File: src/rtl/reg_dest_bank_pkg.sv
// rtl/reg_dest_bank_pkg.sv - shared constants and destination-code type for the register bank and select mux
//
// Purpose: one place for the bank geometry so the write-side bank and the
// read-side select mux always agree on width, depth and code size.
// Contents: DATA_W, NUM_REGS, SEL_W constants; reg_sel_t destination code.
package reg_dest_bank_pkg;

  localparam int DATA_W   = 9;
  localparam int NUM_REGS = 10;
  localparam int SEL_W    = 4;

  typedef logic [SEL_W-1:0] reg_sel_t;

endpackage

File: src/rtl/reg_dest_bank_dest_decoder.sv
// rtl/reg_dest_bank_dest_decoder.sv - destination code to one-hot register enable decoder
//
// Purpose: turns a destination code into one-hot write enables for the bank
// and flags codes that do not name a register.
// Ports:
//   en      in   1         request qualifier; when low all outputs are 0
//   code    in   SEL_W     destination register code
//   onehot  out  NUM_REGS  bit i set when en and code == i
//   illegal out  1         en and code >= NUM_REGS
module dest_decoder
  import reg_dest_bank_pkg::*;
#(
  parameter int NUM_REGS_P = NUM_REGS,
  parameter int SEL_W_P    = SEL_W
) (
  input  logic                  en,
  input  logic [SEL_W_P-1:0]    code,
  output logic [NUM_REGS_P-1:0] onehot,
  output logic                  illegal
);

  // Outputs are forced to zero under !en first, so an unknown code while idle
  // never reaches the enables or the error flag.
  always_comb begin
    onehot  = '0;
    illegal = 1'b0;
    if (en) begin
      for (int i = 0; i < NUM_REGS_P; i++) begin
        if (code == SEL_W_P'(i)) onehot[i] = 1'b1;
      end
      illegal = (32'(code) >= NUM_REGS_P);
    end
  end

endmodule

File: src/rtl/reg_dest_bank.sv
// rtl/reg_dest_bank.sv - ten-entry destination register bank feeding the operand-select mux
//
// Purpose: latches the result bus into the register named by dest, tracks
// which registers have been written, acknowledges accepted writes for one
// cycle and records requests to non-existent registers.
// Ports:
//   clk       in   1         clock, all state on rising edge
//   rst       in   1         asynchronous active-high reset
//   wr_en     in   1         write request
//   dest      in   SEL_W     destination register code
//   din       in   DATA_W    write data
//   clr       in   1         synchronous bank clear, overrides any write
//   q0..q9    out  DATA_W    register contents (direct flop outputs)
//   valid     out  NUM_REGS  bit i = register i written since reset/clear
//   wr_ack    out  1         previous cycle's write was accepted
//   ack_dest  out  SEL_W     destination of last acknowledged write
//   bad_dest  out  1         sticky illegal-destination flag
module reg_dest_bank
  import reg_dest_bank_pkg::*;
(
  input  logic                clk,
  input  logic                rst,
  input  logic                wr_en,
  input  logic [SEL_W-1:0]    dest,
  input  logic [DATA_W-1:0]   din,
  input  logic                clr,
  output logic [DATA_W-1:0]   q0,
  output logic [DATA_W-1:0]   q1,
  output logic [DATA_W-1:0]   q2,
  output logic [DATA_W-1:0]   q3,
  output logic [DATA_W-1:0]   q4,
  output logic [DATA_W-1:0]   q5,
  output logic [DATA_W-1:0]   q6,
  output logic [DATA_W-1:0]   q7,
  output logic [DATA_W-1:0]   q8,
  output logic [DATA_W-1:0]   q9,
  output logic [NUM_REGS-1:0] valid,
  output logic                wr_ack,
  output logic [SEL_W-1:0]    ack_dest,
  output logic                bad_dest
);

  logic [NUM_REGS-1:0] dec_onehot;
  logic                dec_illegal;
  logic [NUM_REGS-1:0] reg_we;

  logic [DATA_W-1:0]   regs_q [NUM_REGS];
  logic [DATA_W-1:0]   regs_d [NUM_REGS];
  logic [NUM_REGS-1:0] valid_q, valid_d;
  logic                ack_q, ack_d;
  reg_sel_t            ack_dest_q, ack_dest_d;
  logic                bad_q, bad_d;

  dest_decoder #(
    .NUM_REGS_P (NUM_REGS),
    .SEL_W_P    (SEL_W)
  ) u_dest_decoder (
    .en      (wr_en),
    .code    (dest),
    .onehot  (dec_onehot),
    .illegal (dec_illegal)
  );

  // Clear wins over a simultaneous write, so the enables are killed here.
  assign reg_we = dec_onehot & {NUM_REGS{~clr}};

  always_comb begin
    regs_d     = regs_q;
    valid_d    = valid_q;
    ack_d      = 1'b0;
    ack_dest_d = ack_dest_q;
    bad_d      = bad_q;
    if (clr) begin
      regs_d  = '{default: '0};
      valid_d = '0;
      bad_d   = 1'b0;
    end else begin
      for (int i = 0; i < NUM_REGS; i++) begin
        if (reg_we[i]) regs_d[i] = din;
      end
      valid_d = valid_q | reg_we;
      if (|reg_we) begin
        ack_d      = 1'b1;
        ack_dest_d = dest;
      end
      if (dec_illegal) bad_d = 1'b1;
    end
  end

  always_ff @(posedge clk or posedge rst) begin
    if (rst) begin
      regs_q     <= '{default: '0};
      valid_q    <= '0;
      ack_q      <= 1'b0;
      ack_dest_q <= '0;
      bad_q      <= 1'b0;
    end else begin
      regs_q     <= regs_d;
      valid_q    <= valid_d;
      ack_q      <= ack_d;
      ack_dest_q <= ack_dest_d;
      bad_q      <= bad_d;
    end
  end

  assign q0       = regs_q[0];
  assign q1       = regs_q[1];
  assign q2       = regs_q[2];
  assign q3       = regs_q[3];
  assign q4       = regs_q[4];
  assign q5       = regs_q[5];
  assign q6       = regs_q[6];
  assign q7       = regs_q[7];
  assign q8       = regs_q[8];
  assign q9       = regs_q[9];
  assign valid    = valid_q;
  assign wr_ack   = ack_q;
  assign ack_dest = ack_dest_q;
  assign bad_dest = bad_q;

endmodule

File: config.mk
export PLATFORM = sky130hd
export DESIGN_NAME = reg_dest_bank
export DESIGN_NICKNAME = d
export VERILOG_FILES = /design/src/rtl/reg_dest_bank_pkg.sv /design/src/rtl/reg_dest_bank_dest_decoder.sv /design/src/rtl/reg_dest_bank.sv
export SDC_FILE = /design/constraint.sdc
export NUM_CORES = 1
export LEC_CHECK = 0
export CAP_MARGIN = 20
export CORE_MARGIN = 2
export CORE_UTILIZATION = 43
export CTS_CLUSTER_DIAMETER = 40
export DETAILED_ROUTE_END_ITERATION = 6
export PLACE_DENSITY = 0.72
export SKIP_CTS_REPAIR_TIMING = 1
export SLEW_MARGIN = 20
export SYNTH_ARGS = -nofsm -noshare
export SYNTH_HDL_FRONTEND = slang
export SYNTH_SLANG_ARGS = --single-unit
File: constraint.sdc
create_clock -name clk -period 3.65 [get_ports clk]
set_input_delay 0.365 -clock clk [delete_from_list [all_inputs] [get_ports clk]]
set_output_delay 0.365 -clock clk [all_outputs]
set_load 0.005 [all_outputs]
==> flow_metrics.env <==
export IMPL_rsz0062_at_grt="no"
export IMPL_finClkSkew_ns=0
export IMPL_setup_viol=0
export IMPL_hold_slack_ns=0.504
export IMPL_clk_pin_slew_ns=0.09
export IMPL_cts_root_buf="clkbuf_8"
export IMPL_min_path_type="flip-flop to flip-flop"
export IMPL_nets=451
export IMPL_die_y_um=105
export IMPL_gp_congestion=0.789
export IMPL_portBuffers=122
export IMPL_reg2reg_slack_ns=2.89
export IMPL_clk_insertion_delay_late_ns=0.36
export IMPL_drc=0
export IMPL_routedWlPerCell_um=18.6
export IMPL_grt_pass1_vias=3029
export IMPL_core_area_sq_um=9820
export IMPL_syn_inst=315
export IMPL_routed_via_density=5.18
export IMPL_dr_pass1_iters=4
export IMPL_ys_types=36
export IMPL_fin_crit_sh=0.578
export IMPL_crit_path_start_kind="primary input"
export IMPL_numCtsBuffers=9
export IMPL_cap_violations=0
export IMPL_clockBufferDepth=2
export IMPL_finalHoldViolations=0
export IMPL_ir_drop_v=0.000235
export IMPL_setup_ws_ns=1.54
export IMPL_p_leak_nw=2.69
export IMPL_insertedDiodeCount=0
export IMPL_dieArea_sq_um=11000
export IMPL_hpwl_um=7550
export IMPL_setup_worst_path_class="primary input to flip-flop"
export IMPL_routed_wl_um=10600
export IMPL_htree_levels=3
export IMPL_grt_max_degree=68
export IMPL_synth_seq_area_share=0.606
export IMPL_setup_tns_ns=0
export IMPL_antenna_found_initial=0
export IMPL_synth_async_reset_ratio=1.00
export IMPL_synth_avg_cell_area_sq_um=13.9
export IMPL_die_w_um=105
export IMPL_vias=2960
export IMPL_max_freq_ghz=0.474
export IMPL_period_minus_slack_ns=2.11
export IMPL_seq_area_sq_um=2650
export IMPL_synth_area_sq_um=4380
export IMPL_multi_input_area_sq_um=1590
export IMPL_drtIter0Drc=128
export IMPL_synth_edff_count=0
export IMPL_synth_warnings=0
export IMPL_grtUsageTotal=0.196
export IMPL_relSlewSlack=0.452
export IMPL_worstSetupEndpointType="flip-flop"
export IMPL_fin_area_sq_um=5830
export IMPL_fill_cells=891
export IMPL_dp_worst_setup_slack_ns=1.19
export IMPL_cp_arrival_ns=2.35
export IMPL_cts_sinks=106
export IMPL_synthFlopType="dfrtp_1"
export IMPL_ant_nets=0
export IMPL_start_util=0.446
export IMPL_grt_overflow_total=0
export IMPL_drv_slew=0
export IMPL_num_rows=36
export IMPL_io_pins=123
export IMPL_tritoncts="yes"
export IMPL_placed_area_sq_um=5660
export IMPL_power_density_nw_per_um2=357
export IMPL_tightest_slew_ns=0.822
export IMPL_areaGrowthSynthToFinish_pct=33.3
export IMPL_status="complete, no violations"
export IMPL_ys_ff_latch=106
export IMPL_synth_nets=332
export IMPL_grt_pass1_wl_um=17000
export IMPL_drive_gt1_frac=0.0982
export IMPL_cp_max_fo=10
export IMPL_worst_endpoint_required_ns=3.89
flip-flops by register name, summed over array words and instances, names as in the netlist:
name      cells
ack_dest      4
bad_dest      1
q0            9
q1            9
q2            9
q3            9
q4            9
q5            9
q6            9
q7            9
q8            9
q9            9
valid        10
wr_ack        1
synthesized netlist by cell type, drive strengths merged (2+ instances only):
library cell  number  share of area
a22o              54           0.11
nor4               2         0.0097
nor3               3         0.0069
and3b              2         0.0040
mux2i             36          0.082
clkbuf             4         0.0034
nor2b              2         0.0029
nor3b              2         0.0071
a21oi             14          0.025
mux2               2         0.0051
nor2              13          0.012
o21a               2         0.0034
nand2              4         0.0063
dfrtp            106           0.61
buf               13          0.026
nand3b             2         0.0063
a31oi              2         0.0063
nand2b            46          0.067
cells by family (layout without fill, tap and decap cells):
family                 Yosys count  after routing  share of synthesized area
AOI/OAI and AO/OA               75             75                      0.150
muxes                           38             38                     0.0875
buffers and inverters           18            141                     0.0300
and+or+nand+nor                 78             78                      0.127
DFF                            106            106                      0.606
power breakdown:
part / switching, mW / internal (mW)
Sequential: 0.0141 / 1.20
Combinational: 0.115 / 0.0942
Clock: 0.410 / 0.255
Total: 0.539 / 1.55
per-layer routing:
metal	GRT usage	vias to the layer above	wire, um
met5	0	-	0
met4	0.0543	0	119
met3	0.0512	9	771
met2	0.302	107	4900
met1	0.277	1476	4800
li1	-	1368	-
final cells by class:
type | count | share of cell area
sequential | 106 | 0.455
clock inverter | 6 | 0.00901
multi-input combinational | 191 | 0.273
tap | 133 | 0.0285
inverter | 1 | 0.00107
timing repair buffer | 125 | 0.212
clock buffer | 9 | 0.0212
stage by stage:
step | total power, mW | utilization | cells
floorplan | 1.34 | - | 315
global placement | 1.44 | 0.576 | 556
detailed placement | 1.45 | 0.576 | 556
CTS | 2.11 | 0.594 | 571
global route | 2.17 | 0.594 | 571
finish | 2.09 | 0.594 | 571
cells in the final DEF, fill, tap and decap left out, types with 3 or more instances in the layout:
cell type	count
a21oi_4	3
buf_4	3
mux2i_1	36
nand2b_1	45
nor2_1	11
a22o_1	54
nor3_2	3
clkbuf_8	9
dfrtp_1	106
a21oi_1	9
clkdlybuf4s50_1	121
path summary, 6_finish.rpt:
| kind | from | cells past startpoint | end |
|---|---|---|---|
| setup / recovery | dest[0] | 4 | q1[4]$_DFFE_PP0P_ |
| hold / removal | valid[4]$_DFF_PP0_ | 2 | valid[4]$_DFF_PP0_ |
| setup reg to reg | ack_dest[0]$_DFFE_PP0P_ | 1 | ack_dest[0]$_DFFE_PP0P_ |
| hold reg to reg | valid[4]$_DFF_PP0_ | 2 | valid[4]$_DFF_PP0_ |
| max in group asynchronous | rst | 3 | q0[3]$_DFFE_PP0P_ |
| min in group asynchronous | rst | 2 | valid[8]$_DFF_PP0_ |
critical path, stage by stage:
cell and delay, ns:
clkdlybuf4s50_1 0.85, nor2b_1 0.59, nand2_2 0.34, mux2i_1 0.20
Note: power is estimated with default switching activity, not from simulation.
==> variant 1, RTL diff (config.mk and constraints unchanged) <==
The package constant `SEL_W` goes from 4 to 3.
--- a/src/rtl/reg_dest_bank_pkg.sv
+++ b/src/rtl/reg_dest_bank_pkg.sv
@@ -9,3 +9,3 @@
   localparam int NUM_REGS = 10;
-  localparam int SEL_W    = 4;
+  localparam int SEL_W    = 3;
 
Interface: changed (resized ack_dest and dest); port bits go from 123 to 121. The function was not compared with the original's and may differ.
==> variant 1 against the original RTL <==
- worst setup slack gained 0.050 ns
- cell area is 9.7% lower
- maximum frequency grew 2.4%
- global-route usage grew 1.9 points
- sequential cell count fell by 20
- area after synthesis shrank 6.6%
- routed wire length is 0.70% higher
- power down 15%
==> variant 1: results (changes against the original RTL) <==
* Number of fillers in the final layout at 808 (-9.3%)
* Status: finished clean
* Hold/Removal Path Class: in2async
* Critical path's slowest cell: or3b_1
* Worst hold slack at 0.257 ns (-0.247 ns)
* Vias in the first global route at 3052 (+0.76%)
* Family with the most delay on the worst path: buffers and inverters
* Lkg Pwr at 2.02 nW (-25%)
* Synth top area cells: dfrtp_1 53%, o32ai_1 9.4%, inv_1 5.5%
* Total net switching power at 0.000454 W (-16%)
* FF-to-FF setup slack at 2.79 ns (-0.10 ns)
* Commonest cells post-synth: 86 x dfrtp_1, 60 x inv_1, 44 x o32ai_1
* Headroom to the max-slew limit at 0.451 (-0.00102)
* 1st-iter DRT viols at 219 (+71%)
* NumNets Final at 450 (-0.22%)
* Top-area cell type share of the netlist area at 0.526 (-0.0796)
* Routability cong. at 0.789 (about the same)
* Vias/cell at 5.40 (+4.1%)
* Post-Syn Nets at 367 (+11%)
* Worst EP arrival at 2.32 ns (-0.03 ns)
* HPWL after DPL at 7150 um (-5.3%)
* Register area share after synthesis at 0.526 (-0.0796)
* Wire per inst at 18.9 um (+1.8%)
* CP Max Fanout at 16 (+6)
* Layout cell share with drive strength beyond 1 at 0.110 (+0.0119)
* Total GRT Usage at 0.215 (+0.0188)
* First-pass GRT wire length at 16900 um (-0.65%)
* CP peak stage delay at 0.71 ns (-0.14 ns)
## variant 1: logic make-up after synthesis
logic type             after synthesis  synth area share
AOI/OAI and AO/OA                   75             0.185
and+or+nand+nor                     66             0.122
other                                1          0.000917
muxes                               11            0.0275
buffers and inverters              112             0.138
DFF                                 86             0.526
## variant 1: worst paths after layout
check / start / endpoint / cells past startpoint
worst max-delay path: wr_en / valid[0] / 4
worst min-delay path: rst / q5[3] / 2
worst max register to register: q0[2] / q0[2] / 2
worst min register to register: q7[8] / q7[8] / 1
max in group asynchronous: rst / valid[8] / 3
min in group clk: q7[8] / q7[8] / 1
## variant 1: per-layer routing
| metal | up-vias | global-route usage | share of wire | wire length (um) |
|---|---|---|---|---|
| met1 | 1547 | 0.301 | 0.42 | 4520 |
| met4 | 0 | 0.0696 | 0.0082 | 87 |
| met5 | - | 0 | 0 | 0 |
| met3 | 10 | 0.0297 | 0.064 | 684 |
| li1 | 1383 | - | - | - |
| met2 | 109 | 0.348 | 0.50 | 5380 |
## variant 1: area by class of cell
| cell class | count | area, um^2 | area share |
|---|---|---|---|
| clock buffer | 10 | 128 | 0.0242 |
| clock inverter | 3 | 15.0 | 0.00285 |
| inverter | 60 | 226 | 0.0430 |
| multi-input combinational | 153 | 1370 | 0.260 |
| sequential | 86 | 2150 | 0.409 |
| tap | 129 | 161 | 0.0306 |
| timing repair buffer | 124 | 1210 | 0.230 |
## variant 1: power by group through the flow
stage	combinational, W	sequential, W	clock (W)
floorplan	0.000129	0.00101	0
global placement	0.000227	0.00101	0
detailed placement	0.000232	0.00101	0
CTS	0.000232	0.000995	0.000553
global route	0.000251	0.000998	0.000588
finish	0.000230	0.000994	0.000548
## variant 1: stage by stage
| step | total power [W] | cells | instance area (um^2) | utilization | worst slack [ns] |
|---|---|---|---|---|---|
| floorplan | 0.00114 | 351 | 4090 | - | 1.06 |
| global placement | 0.00124 | 552 | 5120 | 0.555 | 1.31 |
| detailed placement | 0.00125 | 552 | 5120 | 0.555 | 1.24 |
| CTS | 0.00178 | 565 | 5270 | 0.570 | 1.60 |
| global route | 0.00184 | 565 | 5270 | 0.570 | 1.45 |
| finish | 0.00177 | 565 | 5270 | 0.570 | 1.59 |
## variant 1: worst register-to-register path: stages (launching register included)
cell and delay (ns):
dfrtp_1 0.39, inv_1 0.05, o32ai_1 0.30
==> variant 2, RTL diff (config.mk and constraints unchanged) <==
Without the edit above. Make the reset (`rst`) synchronous in one clocked block. Comments in the files are not updated.
--- a/src/rtl/reg_dest_bank.sv
+++ b/src/rtl/reg_dest_bank.sv
@@ -89,3 +89,3 @@
 
-  always_ff @(posedge clk or posedge rst) begin
+  always_ff @(posedge clk) begin
     if (rst) begin
Check against the original RTL: differs if rst is asserted again (counterexample within 4 cycles, from zero or initial values and one cycle with rst high); with rst held inactive, the same outputs for 4 cycles.
==> variant 2 against the original RTL <==
- power fell by 7.4%
- cell area is 9.4% lower
- via count up 2.7%
- worst setup slack worse by 0.18 ns
- sequential cell count unchanged
- synthesized cell count is 19% higher
- area after synthesis down 13%
- routed wire length is 7.7% lower
==> variant 2: results (changes against the original RTL) <==
* Status: finished clean
* Synth warn at 0 (unchanged)
* Post-route insts no fill at 600 (+5.1%)
* NumNets Final at 504 (+12%)
* Routability cong. at 0.861 (+9.1%)
* Total GRT Usage at 0.201 (+0.00423)
* Clock latency on the worst-skew pair at 0.35 ns
* Wire per inst at 16.3 um (-12%)
* Worst EP arrival at 2.51 ns (+0.16 ns)
* Share of flip-flops with an asynchronous set or reset at 0 (-1.00)
* Root buf cell: clkbuf_8
* Initial antenna violation count at 0 (unchanged)
* Place WS at 1.04 ns (-0.156 ns)
* Worst VDD drop at 0.293 mV (+25%)
* Register area share after synthesis at 0.556 (-0.0500)
* Post-route DRC at 0 (unchanged)
* First-pass GRT wire length at 15300 um (-10%)
* CP Max Fanout at 9 (-1)
* IO buf count at 122 (unchanged)
* Dpl cells at 584 (+5.0%)
* Post-Syn Nets at 392 (+18%)
* Layout cell share with drive strength beyond 1 at 0.0427 (-0.0555)
* Hold/Removal Path Class: reg2reg
* Clock-pin slew of the registers on the worst-case setup and hold paths at 0.10 ns
* Avg Cell Area, Syn at 10.2 um^2 (-27%)
* HPWL after DPL at 6620 um (-12%)
* Headroom to the max-slew limit at 0.441 (-0.0117)
* # diodes at 0 (unchanged)
* Number of fillers in the final layout at 752 (-16%)
* Total number of vias at 3040 (+2.7%)
* Max reg flops at 10 (unchanged)
* Synth top area cells: dfxtp_1 56%, mux2i_1 24%, nand2_1 10%
* Commonest cells post-synth: 106 x dfxtp_1, 104 x nand2_1, 90 x mux2i_1
* 1st-iter DRT viols at 87 (-32%)
* Clock buffer count from CTS at 9 (unchanged)
* First-pass detailed-route iteration total at 4 (unchanged)
* H-tree depth at 3 (unchanged)
* Yosys cell types at 23 (-36%)
* Lkg Pwr at 2.31 nW (-14%)
* Clock Path Buffers at 2 (unchanged)
* Largest net degree at the start of global routing at 81 (+19%)
* Worst Skew at 0 ns (unchanged)
[variant 2: through the flow]
stage | hold slack, ns | instance area, um^2 | total power (W) | util
CTS | 0.453 | 5280 | 0.00195 | 0.609
detailed placement | 0.438 | 5100 | 0.00130 | 0.588
global route | 0.481 | 5280 | 0.00200 | 0.609
finish | 0.452 | 5280 | 0.00193 | 0.609
global placement | 0.432 | 5100 | 0.00130 | 0.588
floorplan | 0.442 | 3820 | 0.00125 | -
[variant 2: cell type report]
class                      instances  area share
multi-input combinational        242       0.299
clock inverter                     5     0.00758
tap                              108      0.0256
inverter                           4     0.00284
sequential                       106       0.402
timing repair buffer             124       0.236
clock buffer                      11      0.0268
[variant 2: cells by family after synthesis]
kind of cell           Yosys count  synth area share
AND/OR/NAND/NOR                130             0.146
flip-flops                     106             0.556
buffers and inverters           27            0.0315
multiplexers                    90             0.236
AO/OA/AOI/OAI                   22            0.0302
[variant 2: power breakdown]
part           total (W)  switching, W  leakage [nW]  internal, W
combinational   0.000106     0.0000631          1.38    0.0000428
sequential       0.00116    0.00000325         0.854      0.00116
clock           0.000661      0.000391        0.0818     0.000270
total            0.00193      0.000457          2.31      0.00147
[variant 2: final timing paths]
| kind | from | end | slack (ns) | cells after the start |
|---|---|---|---|---|
| max | dest[2] | q2[7] | 1.36 | 4 |
| min | valid[6] | valid[6] | 0.45 | 2 |
| max reg2reg | ack_dest[2] | ack_dest[2] | 2.95 | 2 |
| min reg2reg | valid[6] | valid[6] | 0.45 | 2 |
[variant 2: worst max-delay path, stage by stage]
cell	delay (ns)
clkdlybuf4s50_1	0.58
nor4bb_1	0.79
nand2_1	0.53
mux2i_1	0.23
[variant 2: metal layers]
layer | wire length, um | up-vias | track usage
li1 | - | 1467 | -
met1 | 4460 | 1472 | 0.270
met2 | 4540 | 93 | 0.318
met3 | 671 | 8 | 0.0587
met4 | 99 | 0 | 0.0548
met5 | 0 | - | 0
